$ cat src/rtl/div3_check_scheduler_if.sv
// ---------------------------------------------------------------------------
// div3_check_scheduler_if
// Request/response bundle between number producers, the shared divisible-by-3
// scheduler and the single result consumer.
//
//   req_valid  [NREQ]     producer -> scheduler, bit i: requester i pending
//   req_number [16*NREQ]  producer -> scheduler, requester i at [16*i +: 16]
//   req_ready  [NREQ]     scheduler -> producer, one-hot grant
//   rsp_valid             scheduler -> consumer, response available
//   rsp_ready             consumer -> scheduler, response accepted
//   rsp_id     [3]        granted requester index
//   rsp_number [16]       original number as accepted
//   rsp_div3              1 when rsp_number mod 3 == 0
//
// Modports: master = producer/consumer side, slave = scheduler side.
// ---------------------------------------------------------------------------
interface div3_check_scheduler_if #(
    parameter int NREQ = 4
);
    logic [NREQ-1:0]      req_valid;
    logic [16*NREQ-1:0]   req_number;
    logic [NREQ-1:0]      req_ready;
    logic                 rsp_valid;
    logic                 rsp_ready;
    logic [2:0]           rsp_id;
    logic [15:0]          rsp_number;
    logic                 rsp_div3;

    modport master (
        output req_valid, req_number, rsp_ready,
        input  req_ready, rsp_valid, rsp_id, rsp_number, rsp_div3
    );

    modport slave (
        input  req_valid, req_number, rsp_ready,
        output req_ready, rsp_valid, rsp_id, rsp_number, rsp_div3
    );
endinterface

$ cat src/rtl/div3_check_scheduler.sv
// ---------------------------------------------------------------------------
// div3_check_scheduler
// Round-robin arbiter in front of one iterative divisible-by-3 reducer shared
// by up to 8 requesters. A granted 16-bit number is folded three times (one
// fold per clock) by weighting even bits 1 and odd bits 2, which keeps the
// residue mod 3; the final value is 0 or 3 exactly when the number divides.
//
// Ports:
//   clk        clock, rising edge
//   rst_n      asynchronous active-low reset
//   bus        div3_check_scheduler_if.slave (request / response bundle)
//   busy       high whenever the FSM is not in IDLE
//   cnt_total  responses delivered (stats build only, else 0)
//   cnt_div3   responses delivered with rsp_div3=1 (stats build only, else 0)
//
// Build option: define DIV3_SCHED_STATS_EN to build the two 16-bit wrapping
// response counters; otherwise cnt_total/cnt_div3 are tied to zero.
//
// state  | meaning
// -------+--------------------------------------------------------------
// IDLE   | waiting for any req_valid; grants and captures in same cycle
// REDUCE | three fold passes on acc, verdict registered on the third
// DONE   | response presented, held until rsp_ready
// ---------------------------------------------------------------------------
module div3_check_scheduler #(
    parameter int NREQ = 4
) (
    input  logic                       clk,
    input  logic                       rst_n,
    div3_check_scheduler_if.slave      bus,
    output logic                       busy,
    output logic [15:0]                cnt_total,
    output logic [15:0]                cnt_div3
);

    typedef enum logic [1:0] {
        S_IDLE   = 2'd0,
        S_REDUCE = 2'd1,
        S_DONE   = 2'd2
    } state_t;

    state_t       state_q, state_d;
    logic [2:0]   last_grant_q;
    logic [2:0]   id_q;
    logic [15:0]  acc_q;
    logic [15:0]  orig_q;
    logic [1:0]   pass_cnt_q;
    logic         div3_q;

    logic             grant_found;
    logic [2:0]       grant_idx;
    logic [NREQ-1:0]  grant_vec;
    logic [15:0]      grant_num;
    logic [15:0]      acc_next;
    logic             last_pass;
    logic             rsp_fire;

    // Requester index reached by stepping 'step' slots past 'last', wrapping.
    function automatic int rr_slot(input logic [2:0] last, input int step);
        int s;
        s = int'(last) + step;
        if (s >= NREQ) s = s - NREQ;
        return s;
    endfunction

    // One fold: even bits weigh 1, odd bits weigh 2 (2^2k = 1, 2^(2k+1) = 2 mod 3).
    function automatic logic [15:0] fold(input logic [15:0] a);
        logic [4:0] ev;
        logic [4:0] od;
        ev = '0;
        od = '0;
        for (int b = 0; b < 8; b++) begin
            ev = ev + {4'd0, a[2*b]};
            od = od + {4'd0, a[2*b+1]};
        end
        return {11'd0, ev} + {10'd0, od, 1'b0};
    endfunction

    // Round-robin search starting one past the last grant.
    always_comb begin
        grant_found = 1'b0;
        grant_idx   = '0;
        grant_vec   = '0;
        grant_num   = '0;
        for (int k = 1; k <= NREQ; k++) begin
            for (int i = 0; i < NREQ; i++) begin
                if (!grant_found && bus.req_valid[i] && (rr_slot(last_grant_q, k) == i)) begin
                    grant_found  = 1'b1;
                    grant_idx    = 3'(i);
                    grant_vec[i] = 1'b1;
                    grant_num    = bus.req_number[16*i +: 16];
                end
            end
        end
    end

    assign acc_next  = fold(acc_q);
    assign last_pass = (pass_cnt_q == 2'd2);

    always_comb begin
        state_d = state_q;
        case (state_q)
            S_IDLE:   if (grant_found)   state_d = S_REDUCE;
            S_REDUCE: if (last_pass)     state_d = S_DONE;
            S_DONE:   if (bus.rsp_ready) state_d = S_IDLE;
            default:                     state_d = S_IDLE;
        endcase
    end

    always_ff @(posedge clk or negedge rst_n) begin
        if (!rst_n) begin
            state_q <= S_IDLE;
        end else begin
            state_q <= state_d;
        end
    end

    always_ff @(posedge clk or negedge rst_n) begin
        if (!rst_n) begin
            last_grant_q <= 3'(NREQ - 1);
            id_q         <= '0;
            acc_q        <= '0;
            orig_q       <= '0;
            pass_cnt_q   <= '0;
            div3_q       <= 1'b0;
        end else begin
            case (state_q)
                S_IDLE: begin
                    if (grant_found) begin
                        acc_q        <= grant_num;
                        orig_q       <= grant_num;
                        id_q         <= grant_idx;
                        last_grant_q <= grant_idx;
                        pass_cnt_q   <= '0;
                    end
                end
                S_REDUCE: begin
                    acc_q      <= acc_next;
                    pass_cnt_q <= pass_cnt_q + 2'd1;
                    if (last_pass) begin
                        div3_q <= (acc_next == 16'd0) || (acc_next == 16'd3);
                    end
                end
                default: ;
            endcase
        end
    end

    // Gated by rst_n so the grant clears immediately while reset is asserted.
    assign bus.req_ready  = (state_q == S_IDLE && rst_n) ? grant_vec : '0;
    assign bus.rsp_valid  = (state_q == S_DONE);
    assign bus.rsp_id     = id_q;
    assign bus.rsp_number = orig_q;
    assign bus.rsp_div3   = div3_q;
    assign busy           = (state_q != S_IDLE);

    assign rsp_fire = (state_q == S_DONE) && bus.rsp_ready;

`ifdef DIV3_SCHED_STATS_EN
    logic [15:0] cnt_total_q;
    logic [15:0] cnt_div3_q;

    always_ff @(posedge clk or negedge rst_n) begin
        if (!rst_n) begin
            cnt_total_q <= '0;
            cnt_div3_q  <= '0;
        end else if (rsp_fire) begin
            cnt_total_q <= cnt_total_q + 16'd1;
            if (div3_q) cnt_div3_q <= cnt_div3_q + 16'd1;
        end
    end

    assign cnt_total = cnt_total_q;
    assign cnt_div3  = cnt_div3_q;
`else
    logic unused_fire;
    assign unused_fire = rsp_fire;
    assign cnt_total   = 16'd0;
    assign cnt_div3    = 16'd0;
`endif

endmodule

$ cat src/flat_wrapper.sv
// flat-port wrapper written by rule: the top's interface ports become plain ports
module div3_check_scheduler_flat 
#(
    parameter int NREQ = 4
)
  (clk, rst_n, busy, cnt_total, cnt_div3, bus_req_valid, bus_req_number, bus_rsp_ready, bus_req_ready, bus_rsp_valid, bus_rsp_id, bus_rsp_number, bus_rsp_div3);
  div3_check_scheduler_if #(.NREQ(NREQ)) bus_i ();
  input  logic clk;
  input  logic rst_n;
  output logic busy;
  output logic [15:0] cnt_total;
  output logic [15:0] cnt_div3;
  input wire logic [$bits(bus_i.req_valid)-1:0] bus_req_valid;
  input wire logic [$bits(bus_i.req_number)-1:0] bus_req_number;
  input wire logic [$bits(bus_i.rsp_ready)-1:0] bus_rsp_ready;
  output wire logic [$bits(bus_i.req_ready)-1:0] bus_req_ready;
  output wire logic [$bits(bus_i.rsp_valid)-1:0] bus_rsp_valid;
  output wire logic [$bits(bus_i.rsp_id)-1:0] bus_rsp_id;
  output wire logic [$bits(bus_i.rsp_number)-1:0] bus_rsp_number;
  output wire logic [$bits(bus_i.rsp_div3)-1:0] bus_rsp_div3;
  assign bus_i.req_valid = bus_req_valid;
  assign bus_i.req_number = bus_req_number;
  assign bus_i.rsp_ready = bus_rsp_ready;
  assign bus_req_ready = bus_i.req_ready;
  assign bus_rsp_valid = bus_i.rsp_valid;
  assign bus_rsp_id = bus_i.rsp_id;
  assign bus_rsp_number = bus_i.rsp_number;
  assign bus_rsp_div3 = bus_i.rsp_div3;
  div3_check_scheduler #(.NREQ(NREQ)) u_core (.clk(clk), .rst_n(rst_n), .bus(bus_i), .busy(busy), .cnt_total(cnt_total), .cnt_div3(cnt_div3));
endmodule
$ cat config.mk
export PLATFORM = sky130hd
export DESIGN_NAME = div3_check_scheduler_flat
export DESIGN_NICKNAME = d
export VERILOG_FILES = /design/src/rtl/div3_check_scheduler_if.sv /design/src/rtl/div3_check_scheduler.sv /design/src/flat_wrapper.sv
export SDC_FILE = /design/constraint.sdc
export NUM_CORES = 1
export LEC_CHECK = 0
export CAP_MARGIN = 20
export CORE_MARGIN = 5
export CORE_UTILIZATION = 50
export CTS_CLUSTER_DIAMETER = 30
export CTS_CLUSTER_SIZE = 25
export DETAILED_ROUTE_END_ITERATION = 6
export PLACE_DENSITY = 0.84
export SYNTH_ARGS = -nofsm -noshare
export SYNTH_HDL_FRONTEND = slang
export SYNTH_SLANG_ARGS = --single-unit
$ cat constraint.sdc
create_clock -name clk -period 5.3 [get_ports clk]
set_clock_uncertainty 0.05 [all_clocks]
set_input_delay 0.795 -clock clk [delete_from_list [all_inputs] [get_ports clk]]
set_output_delay 0.795 -clock clk [all_outputs]
set_load 0.05 [all_outputs]
==> metrics, run 1 <==
TritonCTS Buffers 5; clk_lat worst skew 0.30 ns; smallest hold slack 0.4270 ns; total of warnings raised by yosys 0; area delta synth->final 19.77%; number of standard cells in the final layout excluding fillers 807; routability cong. 0.9741; depth of the worst hold-timing path 1; TritonCTS clock tree done; worst endpoint data arrival time 3.49 ns; final-layout fill cell count 861; FF-to-FF End u_core.bus.rsp_div3; count of pins on the block boundary 129; crit path launch bus_req_valid[0]; area of all placed cells without fillers 5722 um^2; post-synth design cell area 4777 um^2; highest clock frequency the design can meet 0.2309 GHz; maximum number of buffers from clock root to sink 2; GRT met2 Usage 48.89%; number of enable-type register cells in the synthesized netlist 0; initial standard-cell utilization of the core 51.46%; cell leakage power 2.442 nW; H-tree Lvls 2; core area 9284 um^2; Endpoint, Worst Hold u_core.bus.rsp_number[7]; Sinks on Clock Net 41; Resized Gates After CTS 0; capturing element type of the critical path primary output; Seq/Total Area, Yosys 21.53%; sequential cell area 1028 um^2; input/output buffers 95; Slew Limit Headroom 32.72%; register-to-register path setup slack 1.14 ns; chip height 107.7 um; post-synthesis instance total 612; top-area cell type share of the netlist area 20.43%; area enclosed by the die boundary 11610 um^2; Avg Cell Area, Syn 7.806 um^2; main area contributors after synthesis dfrtp_1, buf_4, o21ai_0; clock root buffer master clkbuf_8; start-to-end type of the worst setup path input pin to primary output; minimum clock period after layout 4.330 ns; number of hold-slack violations in the final timing report 0; combined global-route utilization of all metal layers 30.52%; CTS hold repair buffers 0; Max rail drop VDD 0.3399 mV; global-route wire length before repair 28.37 mm; count of antenna-violating nets left after detailed routing 0; number of DRC markers in iteration 0 823; met1 Usage GRT 39.41%; vias in the first global route 5493; number of register bits inferred by synthesis 41; share of flip-flops with an asynchronous set or reset 100.0%; cell area after placement 5614 um^2; number of pins exceeding their max-slew limit in the final report 0; HPWL Detailed 13.24 mm; Worst Path Required 4.45 ns; Std-Cell Rows 35; # placed instances 799; Wirelength per Cell 22.33 um; 1st-pass router iterations 7; run status finished with violations; number of failing setup endpoints in the final timing report 0; number of setup buffers added after CTS 0; failing checks DRC; MaxCap Viol Count 0; GR Layer Usage met3 4.439%; area of the multi-input gates 3268 um^2; Worst Max-Slew Pin Slew 1.009 ns; accumulated negative setup slack 0 ns; origin of the critical flop-to-flop path u_core.acc_q[0]; largest area contributor in the synthesized netlist dfrtp_1; RSZ-0062 raised after global routing false; power per cell area 602.3 nW/um^2; count of distinct cell types in the synthesized netlist 79; peak fanout along the critical path 15; final cycle utilization of the critical path 81.70%; CTS clk-pin slew, worst paths 0.07 ns; number of cells on the worst reg-to-reg path 12; largest net degree at the start of global routing 43; ratio of routed vias to standard cells 6.890; final-stage net count 767; classification of the worst-slack hold path flip-flop to flip-flop; fraction of layout instances using a drive strength above 1 5.605%; antenna violations before repair 0; Worst setup SP type input pin; residual DRC count 17; prevailing post-synth register cell dfrtp_1; Hold Startpoint u_core.bus.rsp_number[7]; aggregate global routing overflow 0; die width 107.7 um; wire length after detailed routing 18.02 mm; Ant. Diodes 0; GR peak layer met2; Via Count 5560
-- cell type report --
| cell class | instances | area share, % |
|---|---|---|
| multi-input combinational | 490 | 57.12 |
| timing repair buffer | 107 | 18.11 |
| sequential | 41 | 17.98 |
| tap | 129 | 2.821 |
| inverter | 32 | 2.099 |
| clock buffer | 6 | 1.268 |
| clock inverter | 2 | 0.6123 |
-- cell usage after synthesis, types with 12 or more instances --
cell and count:
a21o_1 12, nor2_1 51, nor2b_1 14, o21ai_0 52, nand2_1 37, and3_1 14
o22ai_1 21, a21oi_1 22, buf_4 35, buf_2 24, clkbuf_1 19, dfrtp_1 39
nand3_1 16, a221oi_1 28, inv_1 31
-- stage by stage --
step / power (mW) / utilization, % / setup slack, ns
after floorplan: 2.438 / - / 1.555
after global placement: 3.031 / 60.47 / 1.152
after detailed placement: 3.137 / 60.47 / 1.056
after CTS: 3.412 / 61.63 / 1.052
after global routing: 3.727 / 61.63 / 0.8972
final: 3.446 / 61.63 / 0.9697
-- cells by family after synthesis --
family,Yosys count,synth area share (%)
muxes,6,1.310
other,1,0.07850
xor gates and xnor gates,5,0.9169
and+or+nand+nor,192,21.82
DFF,41,21.53
AOI/OAI and AO/OA,235,35.39
buffers and inverters,113,12.57
adders and majority gates,19,6.391
-- layout by cell type, fill, tap and decap left out, types with 6 or more instances in the layout --
| cell type | count |
|---|---|
| a21o_1 | 12 |
| a31oi_1 | 9 |
| nand2_1 | 37 |
| ha_1 | 10 |
| a22o_1 | 10 |
| and2_1 | 6 |
| a221oi_1 | 28 |
| buf_4 | 12 |
| a221o_1 | 6 |
| a22oi_1 | 10 |
| or3_1 | 7 |
| o21ai_0 | 52 |
| nand2b_1 | 9 |
| conb_1 | 33 |
| dfrtp_1 | 39 |
| nor3_1 | 9 |
| and3_1 | 14 |
| nor2b_1 | 14 |
| a211o_1 | 7 |
| inv_1 | 31 |
| nand3_1 | 16 |
| nor2_1 | 51 |
| clkdlybuf4s50_1 | 94 |
| a211oi_1 | 7 |
| fa_1 | 9 |
| o22ai_1 | 21 |
| o211ai_1 | 7 |
| a21oi_1 | 22 |
-- routing by layer --
metal	vias up	wire, um
met5	-	0
met4	0	1040
met3	131	2263
met2	488	8276
met1	2563	6439
li1	2378	-
-- power breakdown --
part / switching, mW / total (mW) / internal (mW)
registers: 0.135 / 0.606 / 0.470
clock network: 0.109 / 0.248 / 0.140
logic: 1.60 / 2.59 / 0.996
total: 1.84 / 3.45 / 1.61
-- how the worst max path moves through the flow --
stage	end	slack [ns]
finish	bus_req_ready[2]	0.97
global route	bus_req_ready[2]	0.90
global placement	bus_req_ready[2]	1.15
CTS	bus_req_ready[2]	1.05
floorplan	u_core.bus.rsp_div3	1.56
detailed placement	bus_req_ready[2]	1.06
-- critical path, stage by stage --
cell	delay, ns
clkdlybuf4s50_1	0.76
nor2_1	0.59
and3_1	0.34
o41a_1	0.19
clkdlybuf4s50_1	0.80
-- flip-flops by register name (all words and copies together), names as in the netlist --
signal	flops
u_core.acc_q	16
u_core.bus.rsp_number	16
u_core.bus.rsp_id	2
u_core.last_grant_q	2
u_core.pass_cnt_q	2
u_core.state_q	2
u_core.bus.rsp_div3	1
No activity file was read; power rests on OpenSTA's default activity.
==> run 2: changes to the inputs <==
- clock period: 5.3 -> 4.1 ns (I/O delays scaled with it)
==> metrics, run 2 (same netlist as run 1, synthesis figures left out) <==
highest routed layer met4 (unchanged); Via Count 5643 (was 5560); input/output buffers 95 (unchanged); Worst Max-Slew Pin Slew 0.8183 ns (was 1.009 ns); final-stage net count 787 (was 767); initial standard-cell utilization of the core 51.46% (unchanged); MaxCap Viol Count 0 (unchanged); number of standard cells in the final layout excluding fillers 826 (was 807); start-to-end type of the worst setup path flip-flop to flip-flop (was input pin to primary output); met1 wire length 6.963 mm (was 6.439 mm); Sinks on Clock Net 41 (unchanged); cell class contributing the biggest share of worst-path delay adder cells (was buffers and inverters); Ant. Diodes 0 (unchanged); cell-by-cell trace of the critical path ha_1 > inv_1 > fa_1 > fa_1 > fa_2 > fa_2 > xnor2_2 > inv_1 > fa_1 > xor2_1 > nand3_1 > o41ai_2 (was clkdlybuf4s50_1 > nor2_1 > and3_1 > o41a_1 > clkdlybuf4s50_1); Slew Limit Headroom 45.33% (was 32.72%); core area 9284 um^2 (unchanged); worst setup timing slack at the placement stage 0.04951 ns (was 1.056 ns); area of all placed cells without fillers 5873 um^2 (was 5722 um^2); CP most frequent cell fa_1 (was clkdlybuf4s50_1); TritonCTS Buffers 5 (unchanged); 1st-pass router iterations 6 (was 7); vias in the first global route 5403 (was 5493); number of buffer and inverter stages on the critical path 2 (unchanged); residual DRC count 0 (was 17); classification of the worst-slack hold path input pin to asynchronous set/reset pin (was flip-flop to flip-flop); # placed instances 818 (was 799); CTS hold repair buffers 0 (unchanged); chip height 107.7 um (unchanged); slowest cell on the critical path fa_1 (was clkdlybuf4s50_1); area enclosed by the die boundary 11610 um^2 (unchanged); cell leakage power 2.549 nW (was 2.442 nW); antenna violations before repair 0 (unchanged); most common cell after layout, fill and taps aside clkdlybuf4s50_1 (unchanged); cell area after placement 5759 um^2 (was 5614 um^2); maximum number of buffers from clock root to sink 2 (unchanged); FF-to-FF End u_core.bus.rsp_div3 (unchanged); final total power 4.530 mW (was 3.446 mW); clk_lat worst skew 0.30 ns (about the same); fraction of layout instances using a drive strength above 1 9.326% (was 5.605%); delay of the slowest critical-path stage 0.46 ns (was 0.80 ns); Worst Path Required 4.24 ns (was 4.45 ns); detailed route wirelength on metal3 2.051 mm (was 2.263 mm); number of hold-slack violations in the final timing report 0 (unchanged); worst endpoint data arrival time 4.12 ns (was 3.49 ns); commonest cells after routing, fill and taps aside clkdlybuf4s50_1, o21ai_0, nor2_1 (unchanged); capturing element type of the critical path flip-flop (was primary output); CTS clk-pin slew, worst paths 0.07 ns (about the same); clock root buffer master clkbuf_8 (unchanged); Max rail drop VDD 0.4172 mV (was 0.3399 mV); global-route wire length before repair 28.67 mm (was 28.37 mm); aggregate global routing overflow 0 (unchanged); ratio of routed vias to standard cells 6.832 (was 6.890); Std-Cell Rows 35 (unchanged); minimum clock period after layout 3.979 ns; number of failing setup endpoints in the final timing report 0 (unchanged); number of cells on the worst reg-to-reg path 12 (unchanged); area delta synth->final 22.94% (was 19.77%); routability cong. 0.9599 (was 0.9741); HPWL Detailed 13.56 mm (was 13.24 mm); Wirelength per Cell 22.31 um (was 22.33 um); run status finished clean (was finished with violations); number of DRC markers in iteration 0 804 (was 823); highest clock frequency the design can meet 0.2513 GHz; accumulated negative setup slack 0 ns (unchanged); routed wire length on met2 8.716 mm (was 8.276 mm); Worst setup SP type flip-flop (was input pin); combined global-route utilization of all metal layers 30.94% (was 30.52%); number of pins exceeding their max-slew limit in the final report 0 (unchanged); peak fanout along the critical path 2 (was 15); wire length after detailed routing 18.43 mm (was 18.02 mm); count of antenna-violating nets left after detailed routing 0 (unchanged); origin of the critical flop-to-flop path u_core.acc_q[0] (unchanged); TritonCTS clock tree done (unchanged); count of pins on the block boundary 129 (unchanged); final cycle utilization of the critical path 97.06%; Worst Slack Setup Final 0.1205 ns (was 0.9697 ns); die width 107.7 um (unchanged); power per cell area 771.4 nW/um^2 (was 602.3 nW/um^2); largest net degree at the start of global routing 43 (unchanged); H-tree Lvls 2 (unchanged); register-to-register path setup slack 0.12 ns (was 1.14 ns)
## run 2: cell types whose count changed in the layout (fill, tap and decap cells not counted), sizes merged
cell	before	now
buf	13	37
clkbuf	6	7
bufinv	1	0
clkdlybuf4s50	94	90
clkinv	2	1
## run 2: what timing repair did
action	CTS	global route
endpoints found under the hold margin	0	0
setup endpoints to repair	0	3
resized for setup	0	4
buffers inserted	0	1
## run 2: worst max path at each step
stage                         start                  end  slack, ns  depth (start not counted)
floorplan           u_core.acc_q[0]  u_core.bus.rsp_div3       0.36                         12
CTS                 u_core.acc_q[0]  u_core.bus.rsp_div3       0.03                         12
global route        u_core.acc_q[0]  u_core.bus.rsp_div3      -0.07                         13
global placement    u_core.acc_q[0]  u_core.bus.rsp_div3       0.23                         12
finish              u_core.acc_q[0]  u_core.bus.rsp_div3       0.12                         12
detailed placement  u_core.acc_q[0]  u_core.bus.rsp_div3       0.05                         12
## run 2: metal layers
| metal | up-vias | global-route usage (%) |
|---|---|---|
| li1 | 2416 | - |
| met3 | 77 | 4.679 |
| met4 | 0 | 11.54 |
| met1 | 2684 | 41.76 |
| met5 | - | 0 |
| met2 | 466 | 49.91 |
## run 2: report_power, final
group,total (mW),switching (mW),internal [mW]
registers,0.811,0.202,0.609
logic,3.45,2.06,1.39
clock network,0.268,0.135,0.134
## run 2: final cells by class
class	instances	area (um^2)
clock buffer	7	86.33
fill	827	3411
inverter	32	120.1
multi-input combinational	490	3288
sequential	41	1028
tap	129	161.4
timing repair buffer	127	1189
## run 2: per-stage QoR
stage | util, % | hold slack [ns]
after global placement | 62.04 | 0.4107
after global routing | 63.26 | 0.3676
after floorplan | - | 0.2694
final | 63.26 | 0.3320
after CTS | 62.97 | 0.3471
after detailed placement | 62.04 | 0.4168
## run 2: worst register-to-register path: cells and delay by family, from the launching register on
kind | cells | cell delay (ns)
AO/OA/AOI/OAI | 1 | 0.29
XOR/XNOR | 2 | 0.45
flip-flops | 1 | 0.40
buffers and inverters | 2 | 0.18
AND/OR/NAND/NOR | 1 | 0.12
adder cells (fa/ha/maj) | 6 | 2.38
==> run 3: changes to the inputs <==
- PLACE_DENSITY: 0.84 -> 0.82
- clock period: 4.1 -> 4 ns (I/O delays scaled with it)
==> metrics, run 3 (same netlist as run 1, synthesis figures left out) <==
run status finished with violations (was finished clean); failing checks DRC; count of pins on the block boundary 129 (unchanged); classification of the worst-slack hold path input pin to asynchronous set/reset pin (unchanged); Std-Cell Rows 35 (unchanged); MaxCap Viol Count 0 (unchanged); input/output buffers 95 (unchanged); count of antenna-violating nets left after detailed routing 0 (unchanged); most common cell after layout, fill and taps aside clkdlybuf4s50_1 (unchanged); largest net degree at the start of global routing 42 (was 43); Worst Max-Slew Pin Slew 0.8824 ns (was 0.8183 ns); Logic pwr share 75.7% (was 76.2%); Wirelength per Cell 22.36 um (was 22.31 um); final-stage net count 786 (was 787); initial standard-cell utilization of the core 51.46% (unchanged); origin of the critical flop-to-flop path u_core.acc_q[3] (was u_core.acc_q[0]); Sinks on Clock Net 41 (unchanged); final cycle utilization of the critical path 97.66% (was 97.06%); clock root buffer master clkbuf_8 (unchanged); clk_lat worst skew 0.30 ns (about the same); worst endpoint data arrival time 4.06 ns (was 4.12 ns); number of setup buffers added after CTS 0 (unchanged); HPWL Detailed 13.50 mm (was 13.56 mm); area of all placed cells without fillers 5942 um^2 (was 5873 um^2); area delta synth->final 24.38% (was 22.94%); Via Count 5555 (was 5643); RSZ-0062 raised after global routing true; power per cell area 811.3 nW/um^2 (was 771.4 nW/um^2); aggregate global routing overflow 0 (unchanged); wire length after detailed routing 18.47 mm (was 18.43 mm); start-to-end type of the worst setup path flip-flop to flip-flop (unchanged); global-route wire length before repair 29.02 mm (was 28.67 mm); commonest cells after routing, fill and taps aside clkdlybuf4s50_1, o21ai_0, nor2_1 (unchanged); number of DRC markers in iteration 0 771 (was 804); routability cong. 0.9940 (was 0.9599); core area 9284 um^2 (unchanged); residual DRC count 9 (was 0); H-tree Lvls 2 (unchanged); power spent charging and discharging nets 2.549 mW (was 2.402 mW); 1st-pass router iterations 7 (was 6); clock power share 7.0% (was 5.9%); Sw Share 52.87% (was 53.01%); Worst Path Required 4.15 ns (was 4.24 ns); ratio of routed vias to standard cells 6.725 (was 6.832); die width 107.7 um (unchanged); Max rail drop VDD 0.4779 mV (was 0.4172 mV); accumulated negative setup slack 0 ns (unchanged); crit path launch u_core.acc_q[3] (was u_core.acc_q[0]); cell area after placement 5772 um^2 (was 5759 um^2); combined global-route utilization of all metal layers 31.37% (was 30.94%); vias in the first global route 5465 (was 5403); chip height 107.7 um (unchanged); internal cell power 2.272 mW (was 2.129 mW); Slew Limit Headroom 41.04% (was 45.33%); maximum number of buffers from clock root to sink 2 (unchanged); sequential share of power 17.2% (was 17.9%); cell leakage power 2.567 nW (was 2.549 nW); final-layout fill cell count 858 (was 827); Ant. Diodes 0 (unchanged); Worst setup SP type flip-flop (unchanged); TritonCTS clock tree done (unchanged); minimum clock period after layout 3.906 ns (was 3.979 ns); TritonCTS Buffers 5 (unchanged); area enclosed by the die boundary 11610 um^2 (unchanged); peak fanout along the critical path 2 (unchanged); CTS clk-pin slew, worst paths 0.08 ns (was 0.07 ns); capturing element type of the critical path flip-flop (unchanged); highest clock frequency the design can meet 0.2560 GHz (was 0.2513 GHz); fraction of layout instances using a drive strength above 1 10.62% (was 9.326%); number of hold-slack violations in the final timing report 0 (unchanged); antenna violations before repair 0 (unchanged); number of pins exceeding their max-slew limit in the final report 0 (unchanged); number of failing setup endpoints in the final timing report 0 (unchanged)
## run 3: cell types whose count changed in the layout (fill, tap and decap cells not counted), sizes merged
cell / change
buf: -1
bufinv: +1
clkbuf: -2
clkinv: +1
clkinvlp: +1
## run 3: final timing paths
check / slack [ns] / cells past startpoint / endpoint
worst max-delay path: 0.09 / 12 / u_core.bus.rsp_div3
worst min-delay path: 0.31 / 2 / u_core.bus.rsp_number[1]
worst max register to register: 0.09 / 12 / u_core.bus.rsp_div3
worst min register to register: 0.43 / 1 / u_core.acc_q[11]
max in group asynchronous: 3.22 / 2 / u_core.last_grant_q[1]
min in group clk: 0.43 / 1 / u_core.acc_q[11]
## run 3: layout make-up
cell class                 count  area (um^2)  area share (%)
clock inverter                 3        46.29          0.7791
sequential                    41         1028           17.31
timing repair buffer         126         1194           20.09
tap                          129        161.4           2.716
multi-input combinational    490         3323           55.93
clock buffer                   5        68.82           1.158
inverter                      32        120.1           2.021
## run 3: power groups by stage
stage / registers (mW) / clock network [mW] / logic [mW]
floorplan: 1.03 / 0 / 2.20
global placement: 0.819 / 0 / 3.29
detailed placement: 0.828 / 0 / 3.39
CTS: 0.824 / 0.347 / 3.45
global route: 0.856 / 0.362 / 3.94
finish: 0.831 / 0.339 / 3.65
## run 3: what timing repair did
| item | CTS | global route |
|---|---|---|
| endpoints found under the setup margin | 2 | 5 |
| pin swaps | 1 | 4 |
| hold buffers | 0 | 0 |
| gates resized for setup | 3 | 9 |
## run 3: per-layer routing
metal  vias up  track usage [%]  wire [um]
met5         -                0          0
met4         0            14.34        821
met3        92            5.399       2266
met2       482            49.91       8549
met1      2562            41.40       6832
li1       2419                -          -
## run 3: critical path: stages, from the launching register on
cell,delay [ns]
dfrtp_1,0.40
ha_1,0.27
inv_1,0.04
fa_1,0.50
fa_1,0.45
fa_2,0.38
fa_2,0.57
inv_1,0.06
ha_1,0.27
a21o_1,0.18
a21oi_2,0.19
xor2_2,0.11
o41ai_2,0.35
## run 3: stage by stage
step	util (%)	hold WS, ns	std cells	total power, mW	setup slack (ns)
3_5_place_dp	62.17	0.4156	818	4.213	-0.003778
6_report	64.00	0.3133	826	4.821	0.09359
5_1_grt	64.00	0.3530	826	5.158	-0.04693
3_3_place_gp	62.17	0.4116	818	4.106	0.1094
4_1_cts	63.60	0.3327	826	4.623	0.03395
2_1_floorplan	-	0.2544	644	3.230	0.2553
